<file path="src/rtl/seven_seg_scan.sv">
// seven_seg_scan: multiplexed N-digit seven-segment scan driver.
// Hex decode, per-digit decimal point and blanking; new data is staged by
// `load` and committed only at a frame boundary so a frame never tears.
// Optional feature macro: SEVEN_SEG_LZ_BLANK_EN (leading-zero suppression).
module seven_seg_scan #(
  parameter int DIGITS      = 8,
  parameter int REFRESH_DIV = 200000,
  parameter int ACTIVE_LOW  = 1
) (
  input  logic                  CLK100MHZ,
  input  logic                  reset,
  input  logic                  load,
  input  logic [4*DIGITS-1:0]   digits_in,
  input  logic [DIGITS-1:0]     dp_in,
  input  logic [DIGITS-1:0]     blank_in,
  output logic [DIGITS-1:0]     Anode_Activate,
  output logic [6:0]            LED_out,
  output logic                  dp_out,
  output logic                  frame_tick
);

  localparam int PW = $clog2(REFRESH_DIV);
  localparam int IW = (DIGITS > 1) ? $clog2(DIGITS) : 1;
  localparam logic [PW-1:0]     PRE_LAST = PW'(REFRESH_DIV - 1);
  localparam logic [IW-1:0]     IDX_LAST = IW'(DIGITS - 1);
  // XOR masks that turn active-high values into pin polarity (and "off").
  localparam logic [DIGITS-1:0] AN_OFF  = (ACTIVE_LOW != 0) ? {DIGITS{1'b1}} : {DIGITS{1'b0}};
  localparam logic [6:0]        SEG_OFF = (ACTIVE_LOW != 0) ? 7'h7F : 7'h00;
  localparam logic              DP_OFF  = (ACTIVE_LOW != 0);

  logic [PW-1:0]       r_pre;
  logic [IW-1:0]       r_idx;
  logic                r_pending;
  logic [4*DIGITS-1:0] r_stg_dig;
  logic [DIGITS-1:0]   r_stg_dp;
  logic [DIGITS-1:0]   r_stg_blank;
  logic [4*DIGITS-1:0] r_dsp_dig;
  logic [DIGITS-1:0]   r_dsp_dp;
  logic [DIGITS-1:0]   r_dsp_blank;
  logic                r_commit_d;

  logic                w_slot_tick;
  logic                w_boundary;
  logic                w_commit;
  logic [4*DIGITS-1:0] w_src_dig;
  logic [DIGITS-1:0]   w_src_dp;
  logic [DIGITS-1:0]   w_src_blank;
  logic [3:0]          w_nib [DIGITS];
  logic [DIGITS-1:0]   w_an;
  logic                w_dark;

  function automatic logic [6:0] seg_decode(input logic [3:0] n);
    case (n)
      4'h0: seg_decode = 7'h3F;  4'h1: seg_decode = 7'h06;
      4'h2: seg_decode = 7'h5B;  4'h3: seg_decode = 7'h4F;
      4'h4: seg_decode = 7'h66;  4'h5: seg_decode = 7'h6D;
      4'h6: seg_decode = 7'h7D;  4'h7: seg_decode = 7'h07;
      4'h8: seg_decode = 7'h7F;  4'h9: seg_decode = 7'h6F;
      4'hA: seg_decode = 7'h77;  4'hB: seg_decode = 7'h7C;
      4'hC: seg_decode = 7'h39;  4'hD: seg_decode = 7'h5E;
      4'hE: seg_decode = 7'h79;  default: seg_decode = 7'h71;
    endcase
  endfunction

  assign w_slot_tick = (r_pre == PRE_LAST);
  assign w_boundary  = w_slot_tick && (r_idx == IDX_LAST);
  assign w_commit    = w_boundary && (r_pending || load);
  // A load in the boundary cycle bypasses staging straight into the commit.
  assign w_src_dig   = load ? digits_in : r_stg_dig;
  assign w_src_dp    = load ? dp_in     : r_stg_dp;
  assign w_src_blank = load ? blank_in  : r_stg_blank;

  genvar gi;
  generate
    for (gi = 0; gi < DIGITS; gi++) begin : g_nib
      assign w_nib[gi] = r_dsp_dig[4*gi +: 4];
    end
  endgenerate

  // Prescaler and scan index: idx steps once per digit slot.
  always_ff @(posedge CLK100MHZ or posedge reset) begin
    if (reset) begin
      r_pre <= '0;
      r_idx <= '0;
    end else if (w_slot_tick) begin
      r_pre <= '0;
      r_idx <= (r_idx == IDX_LAST) ? '0 : r_idx + 1'b1;
    end else begin
      r_pre <= r_pre + 1'b1;
    end
  end

  // Staging registers: last load before the boundary wins.
  always_ff @(posedge CLK100MHZ or posedge reset) begin
    if (reset) begin
      r_stg_dig   <= '0;
      r_stg_dp    <= '0;
      r_stg_blank <= '0;
      r_pending   <= 1'b0;
    end else begin
      if (load) begin
        r_stg_dig   <= digits_in;
        r_stg_dp    <= dp_in;
        r_stg_blank <= blank_in;
      end
      if (w_commit)  r_pending <= 1'b0;
      else if (load) r_pending <= 1'b1;
    end
  end

  // Display registers: updated only at a committing frame boundary.
  always_ff @(posedge CLK100MHZ or posedge reset) begin
    if (reset) begin
      r_dsp_dig   <= '0;
      r_dsp_dp    <= '0;
      r_dsp_blank <= '1;
      r_commit_d  <= 1'b0;
    end else begin
      r_commit_d <= w_commit;
      if (w_commit) begin
        r_dsp_dig   <= w_src_dig;
        r_dsp_dp    <= w_src_dp;
        r_dsp_blank <= w_src_blank;
      end
    end
  end

`ifdef SEVEN_SEG_LZ_BLANK_EN
  logic [DIGITS-1:0] r_lz_mask;

  // Zeros with dp clear, from the top digit down, until the first significant one.
  function automatic logic [DIGITS-1:0] lz_mask(input logic [4*DIGITS-1:0] dig,
                                                input logic [DIGITS-1:0]   dp);
    logic lead;
    lz_mask = '0;
    lead    = 1'b1;
    for (int i = DIGITS - 1; i >= 1; i--) begin
      if (lead && (dig[4*i +: 4] == 4'h0) && !dp[i]) lz_mask[i] = 1'b1;
      else                                            lead       = 1'b0;
    end
  endfunction

  // Suppression mask is latched alongside the committed display data.
  always_ff @(posedge CLK100MHZ or posedge reset) begin
    if (reset)         r_lz_mask <= '0;
    else if (w_commit) r_lz_mask <= lz_mask(w_src_dig, w_src_dp);
  end

  assign w_dark = r_dsp_blank[r_idx] | r_lz_mask[r_idx];
`else
  assign w_dark = r_dsp_blank[r_idx];
`endif

  // One-hot active-high anode for the current scan index.
  always_comb begin
    w_an = '0;
    for (int i = 0; i < DIGITS; i++) w_an[i] = (r_idx == IW'(i));
  end

  // Registered pin drivers: anode, segments and dp always change together.
  always_ff @(posedge CLK100MHZ or posedge reset) begin
    if (reset) begin
      Anode_Activate <= AN_OFF;
      LED_out        <= SEG_OFF;
      dp_out         <= DP_OFF;
      frame_tick     <= 1'b0;
    end else begin
      Anode_Activate <= w_an ^ AN_OFF;
      LED_out        <= (w_dark ? 7'h00 : seg_decode(w_nib[r_idx])) ^ SEG_OFF;
      dp_out         <= (!w_dark && r_dsp_dp[r_idx]) ^ DP_OFF;
      frame_tick     <= r_commit_d;
    end
  end

endmodule

</file>
<file path="config.mk">
export PLATFORM = sky130hd
export DESIGN_NAME = seven_seg_scan
export DESIGN_NICKNAME = d
export VERILOG_FILES = /design/src/rtl/seven_seg_scan.sv
export SDC_FILE = /design/constraint.sdc
export NUM_CORES = 1
export LEC_CHECK = 0
export ABC_CLOCK_PERIOD_IN_PS = 4800
export CAP_MARGIN = 20
export CELL_PAD_IN_SITES_DETAIL_PLACEMENT = 0
export CELL_PAD_IN_SITES_GLOBAL_PLACEMENT = 2
export CORE_ASPECT_RATIO = 1.2
export CORE_MARGIN = 2
export CORE_UTILIZATION = 36
export DETAILED_ROUTE_END_ITERATION = 8
export GPL_ROUTABILITY_DRIVEN = 0
export PLACE_DENSITY = 0.78
export SLEW_MARGIN = 20
export SYNTH_ARGS = -nofsm -noshare
export SYNTH_HDL_FRONTEND = slang
export SYNTH_SLANG_ARGS = --single-unit
</file>
<file path="constraint.sdc">
create_clock -name CLK100MHZ -period 4.8 [get_ports CLK100MHZ]
set_input_delay 0.96 -clock CLK100MHZ [delete_from_list [all_inputs] [get_ports CLK100MHZ]]
set_output_delay 0.96 -clock CLK100MHZ [all_outputs]
set_load 0.1 [all_outputs]
</file>
==> results of run 1 <==
## Yosys cell counts (all sizes together), types with 6 or more instances
cell / n
mux4: 10
dfstp: 24
nand3: 9
nand4: 6
inv: 12
mux2: 97
o21ai: 7
mux2i: 9
nor2: 15
nand2: 22
ha: 13
dfrtp: 112
buf: 15
xnor2: 10
## final timing paths
path                              startpoint           endpoint
max reg2reg                         r_idx[0]         LED_out[0]
max                        Anode_Activate[3]  Anode_Activate[3]
min reg2reg                       r_commit_d         frame_tick
min                               r_commit_d         frame_tick
max in group asynchronous              reset         LED_out[5]
min in group asynchronous              reset          r_pre[12]
## cells in the final DEF, fill, tap and decap left out, types with 6 or more instances in the layout
master,Yosys,layout
nor2_1,15,15
nand3_1,9,9
inv_1,12,11
clkdlybuf4s50_1,0,66
mux2i_1,8,8
mux2_2,88,88
ha_1,13,13
dfrtp_1,112,112
mux4_2,10,10
o21ai_0,6,6
mux2_1,9,9
clkbuf_16,0,17
xnor2_1,10,10
nand2_1,22,22
nand4_1,6,6
dfstp_2,24,24
## where the power goes
group	leakage, nW	switching, W	internal (W)
logic	1.22	0.0000598	0.0000744
clock network	0.305	0.000477	0.000908
registers	1.69	0.00000909	0.00119
total	3.21	0.000546	0.00217
## sequential cells by signal, summed over array words and instances (netlist names), 3 cells and up
name / count
LED_out: 7
r_stg_dp: 8
r_idx: 3
r_pre: 18
r_dsp_dig: 32
r_stg_blank: 8
r_dsp_dp: 8
r_stg_dig: 32
Anode_Activate: 8
r_dsp_blank: 8
## per-stage QoR
step,power (W),setup WS (ns)
final,0.002717,1.775
after global routing,0.002814,1.741
after CTS,0.002752,1.747
after detailed placement,0.001355,2.137
after global placement,0.001351,2.163
after floorplan,0.001285,0.2403
## kinds of logic (layout without fill, tap and decap cells)
group	after synthesis	after routing	synth area share, %
fa+ha+maj	13	13	2.814
compound gates	24	24	2.749
mux	116	116	24.42
xor+xnor	14	14	2.121
buf+inv	30	116	2.403
simple gates	70	70	6.104
flops	136	136	59.39
## metal layers
layer / track usage (%) / share of wire (%) / vias to the layer above
met2: 22.53 / 49 / 59
met4: 5.820 / 1.9 / 0
li1: - / - / 1576
met5: 0 / 0 / -
met3: 3.834 / 3.7 / 16
met1: 17.69 / 45 / 1713
## final cells by class
| class | count | area [um^2] |
|---|---|---|
| Fill cell | 1387 | 8319 |
| Inverter | 12 | 50.05 |
| Clock buffer | 20 | 466.7 |
| Timing Repair Buffer | 73 | 723.2 |
| Tap cell | 208 | 260.3 |
| Multi-Input combinational cell | 237 | 2217 |
| Sequential cell | 136 | 3433 |
| Clock inverter | 11 | 170.2 |
==> run metrics, run 1 <==
Worst Clk Skew=0.007854 ns; # DRC=0; EDFF count, synth=0; Area after DPL=about 6700 um^2; Slowest-stage cell, CP=clkdlybuf4s50_1; Layout Utilization=46.81%; RSZ-0062 raised after global routing=false; Leak Pwr=3.213 nW; final setup violation count=0; largest net degree at the start of global routing=81; Worst-Skew Late Latency=just over 0.4 ns; dominant cells by area after synthesis=dfrtp_1, mux2_2, dfstp_2, mux4_2, ha_1; CP Max Fanout=1; hold_ws=~0.35 ns; status=finished clean; DRT Pass-1 Iters=4; CTS tree=done; Highest Clock Rate=330.6 MHz; PortBufs=67; Initial Util=36.96%; warning count from the yosys run=0; Max stage delay on crit path=between 1 and 1.5 ns; worst hold path depth=0; die width=119.7 um; H-Tree Depth=4; gr ovfl total=0; Placed Cells incl. Taps=roughly 670; synthesized area=just under 6000 um^2; maximum VDD drop=0.0002273 V; post-synthesis register bit count=136; register area share after synthesis=59.39%; Post-DP HPWL=7473 um; Worst EP arrival=2.06 ns; startpoint types=register; Synth top area share=48.48%; Ports=~70; Post-synth top flop=dfrtp_1; CP Capture Type=output port; Nets=around 540; drt wl/cell=roughly 16 um; Finished Layout Cells=697; slew of the pin with the lowest slew margin=a little under 1 ns; DR vias=3364; global-route wire length before repair=18400 um; Avg Inst Size Synth=roughly 14 um^2; area leader, netlist=dfrtp_1; share of layout cells above drive strength 1=33.74%; Area growth, synth to finish=26.65%; Die ar.=17090 um^2; ANT nets after route=0; initial antenna violation count=0; TritonCTS Buffers=17; Total GRT Usage=13.93%; Max Cap Viol=0; Top delay family on crit path=buffers and inverters; Tmin final=roughly 3.0 ns; WS Path Type=register to output port; fin area=7321 um^2; Critical Path, Cell by Cell=clkdlybuf4s50_1; path type of the worst min-delay path=register to register; FP Rows=50; Starting DRT DRC Count=approximately 110; Clock Pin Slew Worst Setup and Hold Paths=roughly 0.060 ns; clk sink count=136; ant diodes=0; Buffers & Inverters on Critical Path=1; final wirelength=10950 um; Resized cells post-CTS=0; CTS Buffer Depth=2; reg2reg setup slack=2.17 ns; final slew viol count=0; post-synthesis cell count=403; root buf cell=clkbuf_16; Setup Buffers After CTS=0; number of global-route vias before repair=about 3600; Worst EP required=3.84 ns; core area=roughly 16000 um^2; Rel. slew slack=34.78%; final hold viol count=0; Cell Pwr Density=371.1 nW/um^2; number of hold buffers added after CTS=0; Post-Syn Nets=467; Crit. path cell count=1; Yosys cell types=41; r2r worst-path depth=6; fin crit share=63.02%; setup TNS=0 ns; Via density=4.826; ys async rst share=100.0%; Die H=142.8 um
No activity file was read; power rests on OpenSTA's default activity.
==> run 2, diff against run 1 <==
- ABC_CLOCK_PERIOD_IN_PS: 4800 -> 2600
- clock period: 4.8 -> 2.6 ns (I/O delays scaled with it)
==> run 2 against run 1 <==
Against the previous run: highest routed layer unchanged; count of clock-buffer cells in the layout is the same; register-to-register slack got worse by 1.9 ns; die area unchanged; setup slack got worse by 1.5 ns; hold slack improved by 0.00090 ns; critical path depth is 6 higher; clock power is 83% higher.
==> run metrics, run 2 (synthesis gave the netlist of run 1 again) <==
CP Max Fanout=14 (was 1); Worst-Skew Late Latency=0.42 ns (was 0.41 ns); Post-DP HPWL=7800 um (was 7473 um); fin area=7348 um^2 (was 7321 um^2); Max stage delay on crit path=0.54 ns (was 1.13 ns); setup TNS=0 ns (unchanged); Layout Utilization=46.98% (was 46.81%); slew of the pin with the lowest slew margin=0.5875 ns (was 0.9752 ns); die width=119.7 um (unchanged); H-Tree Depth=4 (unchanged); Clock Pin Slew Worst Setup and Hold Paths=0.06 ns (about the same); Resized cells post-CTS=0 (unchanged); PortBufs=67 (unchanged); largest registers=r_dsp_dig: 32 flops, r_stg_dig: 32 flops, r_pre: 18 flops (unchanged); CTS tree=done (unchanged); Worst EP required=2.90 ns (was 3.84 ns); Worst EP arrival=2.62 ns (was 2.06 ns); status=finished clean (unchanged); initial antenna violation count=0 (unchanged); Nets=548 (was 541); Area growth, synth to finish=27.12% (was 26.65%); DRT Pass-1 Iters=4 (unchanged); Buffers & Inverters on Critical Path=2 (was 1); final slew viol count=0 (unchanged); WS Path Type=register to register (was register to output port); final hold viol count=0 (unchanged); path type of the worst min-delay path=register to register (unchanged); Critical Path, Cell by Cell=buf_4 -> ha_1 -> ha_1 -> o21ai_0 -> nor4_4 -> buf_4 -> mux2_2 (was clkdlybuf4s50_1); core area=15640 um^2 (unchanged); drt wl/cell=15.99 um (was 15.71 um); leading cell types in the layout, fill and taps excluded=dfrtp_1, mux2_2, clkdlybuf4s50_1 (unchanged); Rel. slew slack=60.68% (was 34.78%); Placed Cells incl. Taps=673 (was 666); Highest Clock Rate=431.1 MHz; startpoint types=register (unchanged); Setup Buffers After CTS=0 (unchanged); TritonCTS Buffers=17 (unchanged); DR vias=3389 (was 3364); Tmin final=2.319 ns; CTS Buffer Depth=2 (unchanged); Total GRT Usage=14.28% (was 13.93%); Die ar.=17090 um^2 (unchanged); Slowest-stage cell, CP=dfrtp_1 (was clkdlybuf4s50_1); total power=0.005006 W (was 0.002717 W); Reg area=3433 um^2 (unchanged); ant diodes=0 (unchanged); CP Capture Type=register (was output port); final setup violation count=0 (unchanged); Fillers=1393 (was 1387); RSZ-0062 raised after global routing=false (unchanged); number of hold buffers added after CTS=0 (unchanged); final wirelength=11270 um (was 10950 um); clk sink count=136 (unchanged); ANT nets after route=0 (unchanged); FP Rows=50 (unchanged); Ports=68 (unchanged); share of layout cells above drive strength 1=38.03% (was 33.74%); footprint of the multi-input gates=2217 um^2 (unchanged); Starting DRT DRC Count=142 (was 114); maximum VDD drop=0.0003219 V (was 0.0002273 V); root buf cell=clkbuf_16 (unchanged); Top delay family on crit path=flip-flops (was buffers and inverters); Area after DPL=6718 um^2 (was 6681 um^2); commonest non-fill, non-tap cell in the layout=dfrtp_1 (unchanged); gr ovfl total=0 (unchanged); fin crit share=approximately 89%; Via density=4.807 (was 4.826); # DRC=0 (unchanged); number of global-route vias before repair=3722 (was 3631); largest net degree at the start of global routing=70 (was 81); Finished Layout Cells=705 (was 697); Cell Pwr Density=681.3 nW/um^2 (was 371.1 nW/um^2); Worst Clk Skew=0.005423 ns (was 0.007854 ns); Initial Util=36.96% (unchanged); Leak Pwr=3.256 nW (was 3.213 nW); Die H=142.8 um (unchanged); global-route wire length before repair=18600 um (was 18400 um); Max Cap Viol=0 (unchanged)
==> run 2: cell types whose count changed in the layout (fill, tap and decap cells not counted), sizes merged <==
cell	before	now
clkinv	3	4
clkinvlp	3	5
inv	13	11
buf	7	31
clkdlybuf4s50	66	49
==> run 2: worst reg2reg max path, delay by kind of cell, from the launching register on <==
family	cells	cell delay (ns)
multiplexers	1	0.37
AND/OR/NAND/NOR	1	0.23
buffers and inverters	2	0.54
adder cells (fa/ha/maj)	2	0.38
AO/OA/AOI/OAI	1	0.15
flip-flops	1	0.54
==> run 2: path summary, 6_finish.rpt <==
check	cells after the start	slack [ns]	endpoint	start
max	7	0.28	r_dsp_dig[26]	r_idx[1]
min	0	0.35	frame_tick	r_commit_d
max reg2reg	7	0.28	r_dsp_dig[26]	r_idx[1]
min reg2reg	0	0.35	frame_tick	r_commit_d
max in group asynchronous	3	1.67	LED_out[4]	reset
min in group asynchronous	3	0.59	r_stg_blank[1]	reset
==> run 2: per-stage QoR <==
stage,setup WS [ns],hold slack [ns]
3_5_place_dp,0.2603,0.3347
3_3_place_gp,0.3168,0.3470
4_1_cts,0.2352,0.3476
6_report,0.2806,0.3482
5_1_grt,0.08910,0.3581
2_1_floorplan,0.4064,0.3312
==> run 2: power breakdown <==
group	switching (W)	internal [W]
Combinational	0.000113	0.000141
Clock	0.000891	0.00165
Sequential	0.0000172	0.00219
==> run 2: layer usage <==
layer  GRT usage, %  vias to the layer above  share of wire (%)
met5              0                        -                  0
met4          6.006                        0                1.8
met3          4.433                       14                3.4
met2          23.28                       51                 49
met1          17.63                     1732                 46
li1               -                     1592                  -
==> run 2: layout make-up <==
class / instances / share of cell area (%)
repair buffers: 80 / 10.32
flip-flops and latches: 136 / 46.72
clock buffers: 20 / 6.215
multi-input cells: 237 / 30.17
clock inverters: 12 / 2.367
well taps: 208 / 3.542
inverters: 12 / 0.6641
==> run 3, diff against run 2 <==
- HOLD_SLACK_MARGIN: default -> 0.05
==> results of run 3 <==
No change in the layout: final DEF, timing and power equal those of run 2.
